## config.mk

```make
export PLATFORM = sky130hd
export DESIGN_NAME = button_command_controller
export DESIGN_NICKNAME = d
export VERILOG_FILES = /design/src/rtl/button_command_controller_pkg.sv /design/src/rtl/button_command_controller_press_timer.sv /design/src/rtl/button_command_controller.sv
export SDC_FILE = /design/constraint.sdc
export NUM_CORES = 1
export LEC_CHECK = 0
export CORE_AREA = 8 8 61 115
export CTS_BUF_LIST = sky130_fd_sc_hd__clkbuf_8
export CTS_CLUSTER_DIAMETER = 120
export DETAILED_ROUTE_END_ITERATION = 7
export DIE_AREA = 0 0 69 123
export PLACE_DENSITY = 0.4
export SLEW_MARGIN = 20
export SYNTH_ARGS = -nofsm -noshare
export SYNTH_HDL_FRONTEND = slang
export SYNTH_SLANG_ARGS = --single-unit
```

## constraint.sdc

```tcl
create_clock -name clk -period 5.29 [get_ports clk]
set_input_delay 0.529 -clock clk [delete_from_list [all_inputs] [get_ports clk]]
set_output_delay 0.529 -clock clk [all_outputs]
set_load 0.01 [all_outputs]
```

## src/rtl/button_command_controller_pkg.sv

```systemverilog
`default_nettype none
// ============================================================================
//  Module      : button_command_controller_pkg
//  Description : Shared FSM state type, command codes and hold-counter width
//                for the button command controller.
//  Revision    : 1.0 - initial release
// ============================================================================
package button_command_controller_pkg;

    localparam int CNT_W = 16;

    localparam logic [1:0] CMD_NONE  = 2'b00;
    localparam logic [1:0] CMD_START = 2'b01;
    localparam logic [1:0] CMD_ABORT = 2'b10;

    typedef enum logic [1:0] {
        ST_IDLE  = 2'd0,
        ST_PRESS = 2'd1,
        ST_LONG  = 2'd2,
        ST_ISSUE = 2'd3
    } state_t;

endpackage
`default_nettype wire

```

## src/rtl/button_command_controller_press_timer.sv

```systemverilog
`default_nettype none
// ============================================================================
//  Module      : press_timer
//  Description : Saturating hold counter with minimum / long-press threshold
//                flags.
//  Revision    : 1.0 - initial release
// ============================================================================
module press_timer
    import button_command_controller_pkg::*;
#(
    parameter int MIN_PRESS_CYCLES  = 4,
    parameter int LONG_PRESS_CYCLES = 1000
) (
    input  logic             clk,
    input  logic             reset,
    input  logic             clear,
    input  logic             enable,
    output logic [CNT_W-1:0] count,
    output logic             reached_min,
    output logic             reached_long
);

    localparam logic [CNT_W-1:0] c_MIN_CNT  = CNT_W'(MIN_PRESS_CYCLES);
    localparam logic [CNT_W-1:0] c_LONG_CNT = CNT_W'(LONG_PRESS_CYCLES - 1);
    localparam logic [CNT_W-1:0] c_SAT_CNT  = {CNT_W{1'b1}};

    logic [CNT_W-1:0] r_count;

    // Count held cycles; stick at all-ones rather than wrapping back to zero.
    always_ff @(posedge clk) begin
        if (reset || clear) begin
            r_count <= '0;
        end else if (enable && (r_count != c_SAT_CNT)) begin
            r_count <= r_count + 1'b1;
        end
    end

    assign count        = r_count;
    assign reached_min  = (r_count >= c_MIN_CNT);
    assign reached_long = (r_count >= c_LONG_CNT);

endmodule
`default_nettype wire

```

## src/rtl/button_command_controller.sv

```systemverilog
`default_nettype none
// ============================================================================
//  Module      : button_command_controller
//  Description : Classifies debounced button presses into START (short press,
//                reader idle) or ABORT (long press, reader busy) commands and
//                offers them over a valid/ready handshake; illegal combinations
//                produce a one-cycle drop pulse.
//  Revision    : 1.0 - initial release
// ============================================================================
module button_command_controller
    import button_command_controller_pkg::*;
#(
    parameter int MIN_PRESS_CYCLES  = 4,
    parameter int LONG_PRESS_CYCLES = 1000
) (
    input  logic       clk,
    input  logic       reset,
    input  logic       debounced_line,
    input  logic       reader_busy,
    input  logic       cmd_ready,
    output logic       cmd_valid,
    output logic [1:0] cmd_code,
    output logic       cmd_dropped
);

    state_t           r_state;
    logic             r_line_q;
    logic             r_armed;
    logic             r_cmd_valid;
    logic [1:0]       r_cmd_code;
    logic             r_cmd_dropped;

    logic             w_press_edge;
    logic             w_release_edge;
    logic             w_timer_clear;
    logic             w_timer_enable;
    logic [CNT_W-1:0] w_hold_count;
    logic             w_reached_min;
    logic             w_reached_long;

    // Line history plus an arm flag: r_line_q resets to 1, so a button held
    // through reset would otherwise look like a fresh press. The arm flag
    // only sets once the line has been seen released.
    always_ff @(posedge clk) begin
        if (reset) begin
            r_line_q <= 1'b1;
            r_armed  <= 1'b0;
        end else begin
            r_line_q <= debounced_line;
            if (debounced_line) begin
                r_armed <= 1'b1;
            end
        end
    end

    assign w_press_edge   = r_line_q & ~debounced_line & r_armed;
    assign w_release_edge = ~r_line_q & debounced_line;

    // Counter is held at zero while idle so a press always starts from 0;
    // the clear only fires when there is something left to clear.
    assign w_timer_clear  = (r_state == ST_IDLE) && (w_hold_count != '0);
    assign w_timer_enable = ((r_state == ST_PRESS) || (r_state == ST_LONG))
                            && !debounced_line;

    press_timer #(
        .MIN_PRESS_CYCLES  (MIN_PRESS_CYCLES),
        .LONG_PRESS_CYCLES (LONG_PRESS_CYCLES)
    ) u_timer (
        .clk          (clk),
        .reset        (reset),
        .clear        (w_timer_clear),
        .enable       (w_timer_enable),
        .count        (w_hold_count),
        .reached_min  (w_reached_min),
        .reached_long (w_reached_long)
    );

    // Press classification FSM with registered command / drop outputs.
    always_ff @(posedge clk) begin
        if (reset) begin
            r_state       <= ST_IDLE;
            r_cmd_valid   <= 1'b0;
            r_cmd_code    <= CMD_NONE;
            r_cmd_dropped <= 1'b0;
        end else begin
            r_cmd_dropped <= 1'b0;
            case (r_state)
                ST_IDLE: begin
                    if (w_press_edge) begin
                        r_state <= ST_PRESS;
                    end
                end
                ST_PRESS: begin
                    // A release takes priority over the long threshold.
                    if (w_release_edge) begin
                        if (!w_reached_min) begin
                            r_state <= ST_IDLE;
                        end else if (!reader_busy) begin
                            r_state     <= ST_ISSUE;
                            r_cmd_valid <= 1'b1;
                            r_cmd_code  <= CMD_START;
                        end else begin
                            r_state       <= ST_IDLE;
                            r_cmd_dropped <= 1'b1;
                        end
                    end else if (w_reached_long) begin
                        r_state <= ST_LONG;
                    end
                end
                ST_LONG: begin
                    if (w_release_edge) begin
                        if (reader_busy) begin
                            r_state     <= ST_ISSUE;
                            r_cmd_valid <= 1'b1;
                            r_cmd_code  <= CMD_ABORT;
                        end else begin
                            r_state       <= ST_IDLE;
                            r_cmd_dropped <= 1'b1;
                        end
                    end
                end
                ST_ISSUE: begin
                    if (cmd_ready) begin
                        r_state     <= ST_IDLE;
                        r_cmd_valid <= 1'b0;
                        r_cmd_code  <= CMD_NONE;
                    end
                end
                default: begin
                    r_state     <= ST_IDLE;
                    r_cmd_valid <= 1'b0;
                    r_cmd_code  <= CMD_NONE;
                end
            endcase
        end
    end

    assign cmd_valid   = r_cmd_valid;
    assign cmd_code    = r_cmd_code;
    assign cmd_dropped = r_cmd_dropped;

endmodule
`default_nettype wire

```

==> insert_results.sql, run 1 <==
INSERT INTO impl_metrics (metric_group, metric, value, unit) VALUES
('yosys', 'syn_inst', '154', ''),
('timing', 'worst_clock_skew', '5.05', 'ps'),
('global_routing', 'track_usage', '6.94', '%'),
('route', 'drt_iter0_markers', '65', ''),
('clock_tree', 'post-cts-setup-buffers', '0', ''),
('flow_run', 'maxCapViolCount', '0', ''),
('yosys', 'synth_top_cells_by_area', 'sky130_fd_sc_hd__dfxtp_1 (36%), sky130_fd_sc_hd__nor2_1 (7.3%), sky130_fd_sc_hd__xnor2_1 (7.2%), sky130_fd_sc_hd__ha_1 (5.6%), sky130_fd_sc_hd__nor4_1 (3.7%)', ''),
('worst_setup_path', 'crit_arrival', '2280', 'ps'),
('route', 'route.antenna.remaining_nets', '0', ''),
('clock_tree', 'max-clock-path-buffers', '2', ''),
('floorplan', 'initial_core_util', '24.0', '%'),
('timing', 'post_route_worst_hold_slack', '490', 'ps'),
('yosys', 'synth_top_flop_cell', 'sky130_fd_sc_hd__dfxtp_1', ''),
('route', 'first_pass_iters', '4', ''),
('clock_tree', 'holdBufCountCts', '0', ''),
('global_routing', 'pin_count_of_the_biggest_net_entering_global_routing', '17', ''),
('global_routing', 'antenna_found_initial', '0', ''),
('worst_setup_path', 'timing.critical_path.to', 'cmd_code[1]', ''),
('clock_tree', 'master_cell_of_the_clock_root_buffer', 'sky130_fd_sc_hd__clkbuf_8', ''),
('yosys', 'synth_simple_gate_area_share', '31.2', '%'),
('clock_tree', 'cts.clk_slew.worst_paths', '90', 'ps'),
('timing', 'finalHoldViolCount', '0', ''),
('worst_setup_path', 'cp_cell_sequence', 'clkdlybuf4s50_1 > nand2b_2 > a221o_1 > a2111oi_4 > mux2i_1 > nor2_1', ''),
('clock_tree', 'number_of_cts_inserted_buffers', '3', ''),
('yosys', 'synth_sequential_area_ratio', '36.0', '%'),
('power_and_ir_drop', 'pwr_density_cell', '338', 'mW/mm^2'),
('timing', 'final-max-slew-violation-count', '0', ''),
('route', 'detail_route.drc_violations', '0', ''),
('worst_setup_path', 'crit_path_end_kind', 'flop', ''),
('global_routing', 'grt_overflow_total', '0', ''),
('timing', 'max_slew_margin', '60.3', '%'),
('worst_setup_path', 'crit_path_slowest_cell', 'sky130_fd_sc_hd__clkdlybuf4s50_1', ''),
('route', 'wire_per_inst', '13.5', 'microns'),
('timing', 'grt_setup_unrepaired', 'false', ''),
('timing', 'timing.fmax', '472', 'MHz'),
('worst_setup_path', 'worstSetupStartpoint', 'debounced_line', ''),
('power_and_ir_drop', 'power.static_leakage', '0.493', 'nW'),
('placement', 'globalplace.congestion', '0.793', ''),
('worst_setup_path', 'r2r-end', 'cmd_code[1]', ''),
('yosys', 'synth_largest_type_area_fraction', '36.0', '%'),
('yosys', 'synth_cell_type_count', '40', ''),
('worst_setup_path', 'regToRegStartpoint', 'r_state[0]', ''),
('worst_setup_path', 'timing.reg2reg.worst_path_depth', '6', ''),
('outcome', 'run_status', 'complete, no violations', ''),
('floorplan', 'core_area', '0.00556', 'sq mm'),
('yosys', 'synth_compound_gate_area_share', '13.8', '%'),
('timing', 'period_share', '40.0', '%'),
('route', 'via_to_cell_ratio', '4.95', ''),
('yosys', 'synth.mux.area_fraction', '2.25', '%'),
('yosys', 'async_set_reset_flop_share_out_of_synthesis', '0', '%'),
('yosys', 'synthesis.nets', '165', ''),
('timing', 'final_period_minus_worst_setup_slack', '2120', 'ps'),
('floorplan', 'die_w', '69', 'microns'),
('power_and_ir_drop', 'vdd_ir_drop_max', '0.181', 'mV'),
('yosys', 'synth.largest_area_cell', 'sky130_fd_sc_hd__dfxtp_1', ''),
('global_routing', 'grt_first_pass_wirelength', '4.95', 'mm'),
('min_path', 'worstHoldStart', 'r_armed', ''),
('finish', 'fin_util', '27.5', '%'),
('clock_tree', 'post_cts_resized', '0', ''),
('yosys', 'cell_area_after_synthesis', '0.00134', 'sq mm'),
('clock_tree', 'cts-htree-levels', '1', ''),
('placement', 'placement.io_buffers', '8', ''),
('worst_setup_path', 'worst-r2r-setup-slack', '3300', 'ps'),
('worst_setup_path', 'worst-path-max-fanout', '7', ''),
('worst_setup_path', 'criticalPathCategory', 'in2reg', ''),
('timing', 'setup_tns', '0', 'ps'),
('yosys', 'synthesis.area_per_instance', '8.68', 'sq um'),
('placement', 'hpwlAfterDp', '2.23', 'mm'),
('floorplan', 'die_area', '0.00849', 'sq mm'),
('finish', 'fraction_of_final_layout_cells_sized_beyond_drive_strength_1', '6.83', '%'),
('yosys', 'synth_top_family_by_area', 'simple AND/OR/NAND/NOR gates', '');
## synth_stat cells, types with 2 or more instances
| cell | count |
|---|---|
| sky130_fd_sc_hd__clkbuf_1 | 2 |
| sky130_fd_sc_hd__ha_1 | 6 |
| sky130_fd_sc_hd__nand3_1 | 5 |
| sky130_fd_sc_hd__and4_1 | 2 |
| sky130_fd_sc_hd__nor4b_1 | 2 |
| sky130_fd_sc_hd__and2_1 | 3 |
| sky130_fd_sc_hd__buf_6 | 2 |
| sky130_fd_sc_hd__nand4_1 | 4 |
| sky130_fd_sc_hd__nor4_1 | 8 |
| sky130_fd_sc_hd__and3_1 | 3 |
| sky130_fd_sc_hd__o21a_1 | 2 |
| sky130_fd_sc_hd__a311oi_1 | 2 |
| sky130_fd_sc_hd__nand2_1 | 6 |
| sky130_fd_sc_hd__dfxtp_1 | 24 |
| sky130_fd_sc_hd__nor2b_1 | 2 |
| sky130_fd_sc_hd__a21oi_1 | 6 |
| sky130_fd_sc_hd__nor3_1 | 7 |
| sky130_fd_sc_hd__mux2i_1 | 3 |
| sky130_fd_sc_hd__and4_2 | 2 |
| sky130_fd_sc_hd__inv_1 | 5 |
| sky130_fd_sc_hd__a211oi_1 | 4 |
| sky130_fd_sc_hd__xnor2_1 | 11 |
| sky130_fd_sc_hd__nor2_1 | 26 |
## flip-flops by register name, summed over array words and instances (netlist names)
signal,count
cmd_valid,1
u_timer.count,16
r_state,2
cmd_dropped,1
r_armed,1
cmd_code,2
r_line_q,1
## worst min-delay path by stage
stage / end / cells past startpoint
4_1_cts: r_armed / 2
5_1_grt: cmd_valid / 2
3_3_place_gp: r_armed / 2
3_5_place_dp: r_armed / 2
6_report: r_armed / 2
2_1_floorplan: r_armed / 2
## metal layers
metal,wire (microns),share of wire [%],track usage (%),up-vias
met1,1570,52,9.01,516
met3,56,1.9,1.29,2
li1,-,-,-,570
met2,1360,45,10.8,12
met4,21,0.70,3.10,0
met5,0,0,0,-
## worst max-delay path: cells and delay by family
family | cells | cell delay [ps]
AOI/OAI and AO/OA | 2 | 780
buffers and inverters | 1 | 550
muxes | 1 | 230
and+or+nand+nor | 2 | 180
## cells by family (layout without fill, tap and decap cells)
family | Yosys count | in the layout
buf+inv | 10 | 17
mux | 3 | 3
compound gates | 23 | 23
flops | 24 | 24
simple gates | 77 | 77
fa+ha+maj | 6 | 6
xor+xnor | 11 | 11
## cells in the final DEF, fill, tap and decap left out, types with 3 or more instances in the layout
cell                              instances
sky130_fd_sc_hd__nor2_1                  26
sky130_fd_sc_hd__dfxtp_1                 24
sky130_fd_sc_hd__xnor2_1                 11
sky130_fd_sc_hd__nor4_1                   8
sky130_fd_sc_hd__clkdlybuf4s50_1          8
sky130_fd_sc_hd__nor3_1                   7
sky130_fd_sc_hd__nand2_1                  6
sky130_fd_sc_hd__a21oi_1                  6
sky130_fd_sc_hd__ha_1                     6
sky130_fd_sc_hd__inv_1                    5
sky130_fd_sc_hd__nand3_1                  5
sky130_fd_sc_hd__nand4_1                  4
sky130_fd_sc_hd__a211oi_1                 4
sky130_fd_sc_hd__and2_1                   3
sky130_fd_sc_hd__and3_1                   3
sky130_fd_sc_hd__mux2i_1                  3
sky130_fd_sc_hd__clkbuf_8                 3
## where the power goes
group / switching, mW / internal [mW]
Combinational: 0.0759 / 0.0683
Clock: 0.0636 / 0.101
Sequential: 0.0111 / 0.197
## stage by stage
stage                     power (mW)  cells  setup slack (ps)  instance area (sq um)
after global placement         0.358    218              2910                   1460
after global routing           0.544    222              3060                   1530
after detailed placement       0.357    218              2880                   1460
after CTS                      0.525    222              3170                   1530
after floorplan                0.319    154              3410                   1340
final                          0.517    222              3170                   1530
## final cells by class
type	instances	area, sq um
Fill cell	622	4030
Clock inverter	1	30.0
Tap cell	61	76.3
Multi-Input combinational cell	120	802
Timing Repair Buffer	8	80.1
Clock buffer	3	41.3
Inverter	5	18.8
Sequential cell	24	480
Note: power is estimated with default switching activity, not from simulation.
==> inputs of run 2 (changes only) <==
==> constraint.sdc (replaced) <==
create_clock -name clk -period 2.18 [get_ports clk]
set_input_delay 0.218 -clock clk [delete_from_list [all_inputs] [get_ports clk]]
set_output_delay 0.218 -clock clk [all_outputs]
set_load 0.01 [all_outputs]
==> insert_results.sql, run 2 (synthesis results as in run 1) <==
INSERT INTO impl_metrics (metric_group, metric, value, unit) VALUES
('outcome', 'run_status', 'complete, no violations', ''),
('worst_setup_path', 'crit_arrival', '2120', 'ps'),
('route', 'detail_route.drc_violations', '0', ''),
('floorplan', 'die_height', '123', 'microns'),
('clock_tree', 'cts-htree-levels', '1', ''),
('clock_tree', 'holdBufCountCts', '0', ''),
('floorplan', 'floorplan.rows', '39', ''),
('clock_tree', 'master_cell_of_the_clock_root_buffer', 'sky130_fd_sc_hd__clkbuf_8', ''),
('finish', 'fin_util', '27.6', '%'),
('global_routing', 'grt_first_pass_wirelength', '5.47', 'mm'),
('timing', 'grt_setup_unrepaired', 'false', ''),
('route', 'wire_per_inst', '13.7', 'microns'),
('timing', 'final_period_minus_worst_setup_slack', '1980', 'ps'),
('route', 'route.antenna.remaining_nets', '0', ''),
('global_routing', 'pin_count_of_the_biggest_net_entering_global_routing', '17', ''),
('finish', 'diodes', '0', ''),
('timing', 'worstMarginPinSlew', '546', 'ps'),
('clock_tree', 'cts_tree', 'built', ''),
('global_routing', 'track_usage', '7.43', '%'),
('floorplan', 'die_area', '0.00849', 'sq mm'),
('floorplan', 'io_pins', '9', ''),
('clock_tree', 'cts.clk_slew.worst_paths', '90', 'ps'),
('worst_setup_path', 'crit_path_end_kind', 'flop', ''),
('timing', 'finalHoldViolCount', '0', ''),
('global_routing', 'grt_overflow_total', '0', ''),
('worst_setup_path', 'criticalPathCategory', 'reg2reg', ''),
('clock_tree', 'post_cts_resized', '0', ''),
('power_and_ir_drop', 'pwr_density_cell', '730', 'mW/mm^2'),
('floorplan', 'initial_core_util', '24.0', '%'),
('timing', 'timing.fmax', '504', 'MHz'),
('global_routing', 'vias_in_the_first_global_route', '1168', ''),
('timing', 'period_share', '91.0', '%'),
('worst_setup_path', 'required', '2310', 'ps'),
('placement', 'globalplace.congestion', '0.800', ''),
('finish', 'largest_register_ff_count', '16', ''),
('worst_setup_path', 'worst-path-max-fanout', '7', ''),
('clock_tree', 'number_of_cts_inserted_buffers', '3', ''),
('clock_tree', 'post-cts-setup-buffers', '0', ''),
('timing', 'worst_clock_skew', '4.78', 'ps'),
('finish', 'final_common_cell', 'sky130_fd_sc_hd__nor2_1', ''),
('placement', 'hpwlAfterDp', '2.36', 'mm'),
('global_routing', 'antenna_found_initial', '0', ''),
('route', 'totalWireLength', '3.09', 'mm'),
('timing', 'final_critical_path_setup_slack', '197', 'ps'),
('floorplan', 'core_area', '0.00556', 'sq mm'),
('timing', 'setup_tns', '0', 'ps'),
('placement', 'post-place-ws', '144', 'ps'),
('route', 'drt_iter0_markers', '48', ''),
('min_path', 'worstHoldPathType', 'reg2reg', ''),
('clock_tree', 'sink_count', '24', ''),
('worst_setup_path', 'worst-r2r-setup-slack', '200', 'ps'),
('finish', 'layout.cells.most_common_list', 'sky130_fd_sc_hd__nor2_1 (26), sky130_fd_sc_hd__dfxtp_1 (24), sky130_fd_sc_hd__xnor2_1 (11)', ''),
('placement', 'placement.io_buffers', '8', ''),
('worst_setup_path', 'crit_start_category', 'flop', ''),
('clock_tree', 'max-clock-path-buffers', '2', ''),
('floorplan', 'die_w', '69', 'microns'),
('flow_run', 'maxCapViolCount', '0', ''),
('route', 'first_pass_iters', '4', ''),
('power_and_ir_drop', 'design_power_total', '1.12', 'mW'),
('power_and_ir_drop', 'vdd_ir_drop_max', '0.484', 'mV'),
('finish', 'area_growth', '15.0', '%'),
('clock_tree', 'clock_insertion_delay_worst_skew', '260', 'ps'),
('power_and_ir_drop', 'power.static_leakage', '0.505', 'nW'),
('timing', 'max_slew_margin', '63.6', '%'),
('route', 'via_count', '1156', ''),
('timing', 'final-max-slew-violation-count', '0', ''),
('finish', 'net_total_in_the_final_layout', '178', ''),
('finish', 'fraction_of_final_layout_cells_sized_beyond_drive_strength_1', '9.09', '%'),
('route', 'via_to_cell_ratio', '5.12', ''),
('timing', 'final-setup-viol-count', '0', '');
run 2: cell count changes in the layout (fill, tap and decap cells not counted), sizes merged:
cell	before	now
bufinv	1	0
buf	0	5
run 2: per-layer routing:
layer | wire, microns | vias up | share of wire (%) | track usage, %
met2 | 1500 | 14 | 48 | 12.4
met3 | 60 | 4 | 1.9 | 1.20
met4 | 31 | 0 | 1.0 | 2.71
met1 | 1500 | 559 | 49 | 9.35
met5 | 0 | - | 0 | 0
li1 | - | 579 | - | -
run 2: power by group:
part | internal (mW) | total, mW | switching [mW] | leakage [nW]
Clock | 0.123 | 0.262 | 0.138 | 0.0216
Sequential | 0.477 | 0.506 | 0.0283 | 0.195
Combinational | 0.171 | 0.355 | 0.184 | 0.289
Total | 0.772 | 1.12 | 0.351 | 0.505
run 2: final cells by class:
type | instances | area, sq um
clock buffers | 3 | 41.3
fillers | 627 | 4030
inverters | 5 | 18.8
multi-input cells | 120 | 802
flip-flops and latches | 24 | 480
well taps | 61 | 76.3
repair buffers | 13 | 118
run 2: critical path, stage by stage (launching register included):
cell and delay [ps]:
sky130_fd_sc_hd__dfxtp_1 410, sky130_fd_sc_hd__inv_1 90, sky130_fd_sc_hd__ha_1 310, sky130_fd_sc_hd__and2b_2 190, sky130_fd_sc_hd__nand3_1 240, sky130_fd_sc_hd__nor4_1 410
sky130_fd_sc_hd__xnor2_1 160, sky130_fd_sc_hd__nor2_1 50
run 2: metrics by stage:
stage	instance area [sq um]	hold slack, ps	instances
after floorplan	1340	325	154
after global placement	1500	467	223
after detailed placement	1500	487	223
after CTS	1540	506	226
after global routing	1540	532	226
final	1540	495	226
run 2: final timing paths:
path	cells past startpoint	to	from
min	2	r_armed	r_armed
max	7	u_timer.count[13]	r_state[0]
max reg2reg	7	u_timer.count[13]	r_state[0]
min reg2reg	2	r_armed	r_armed
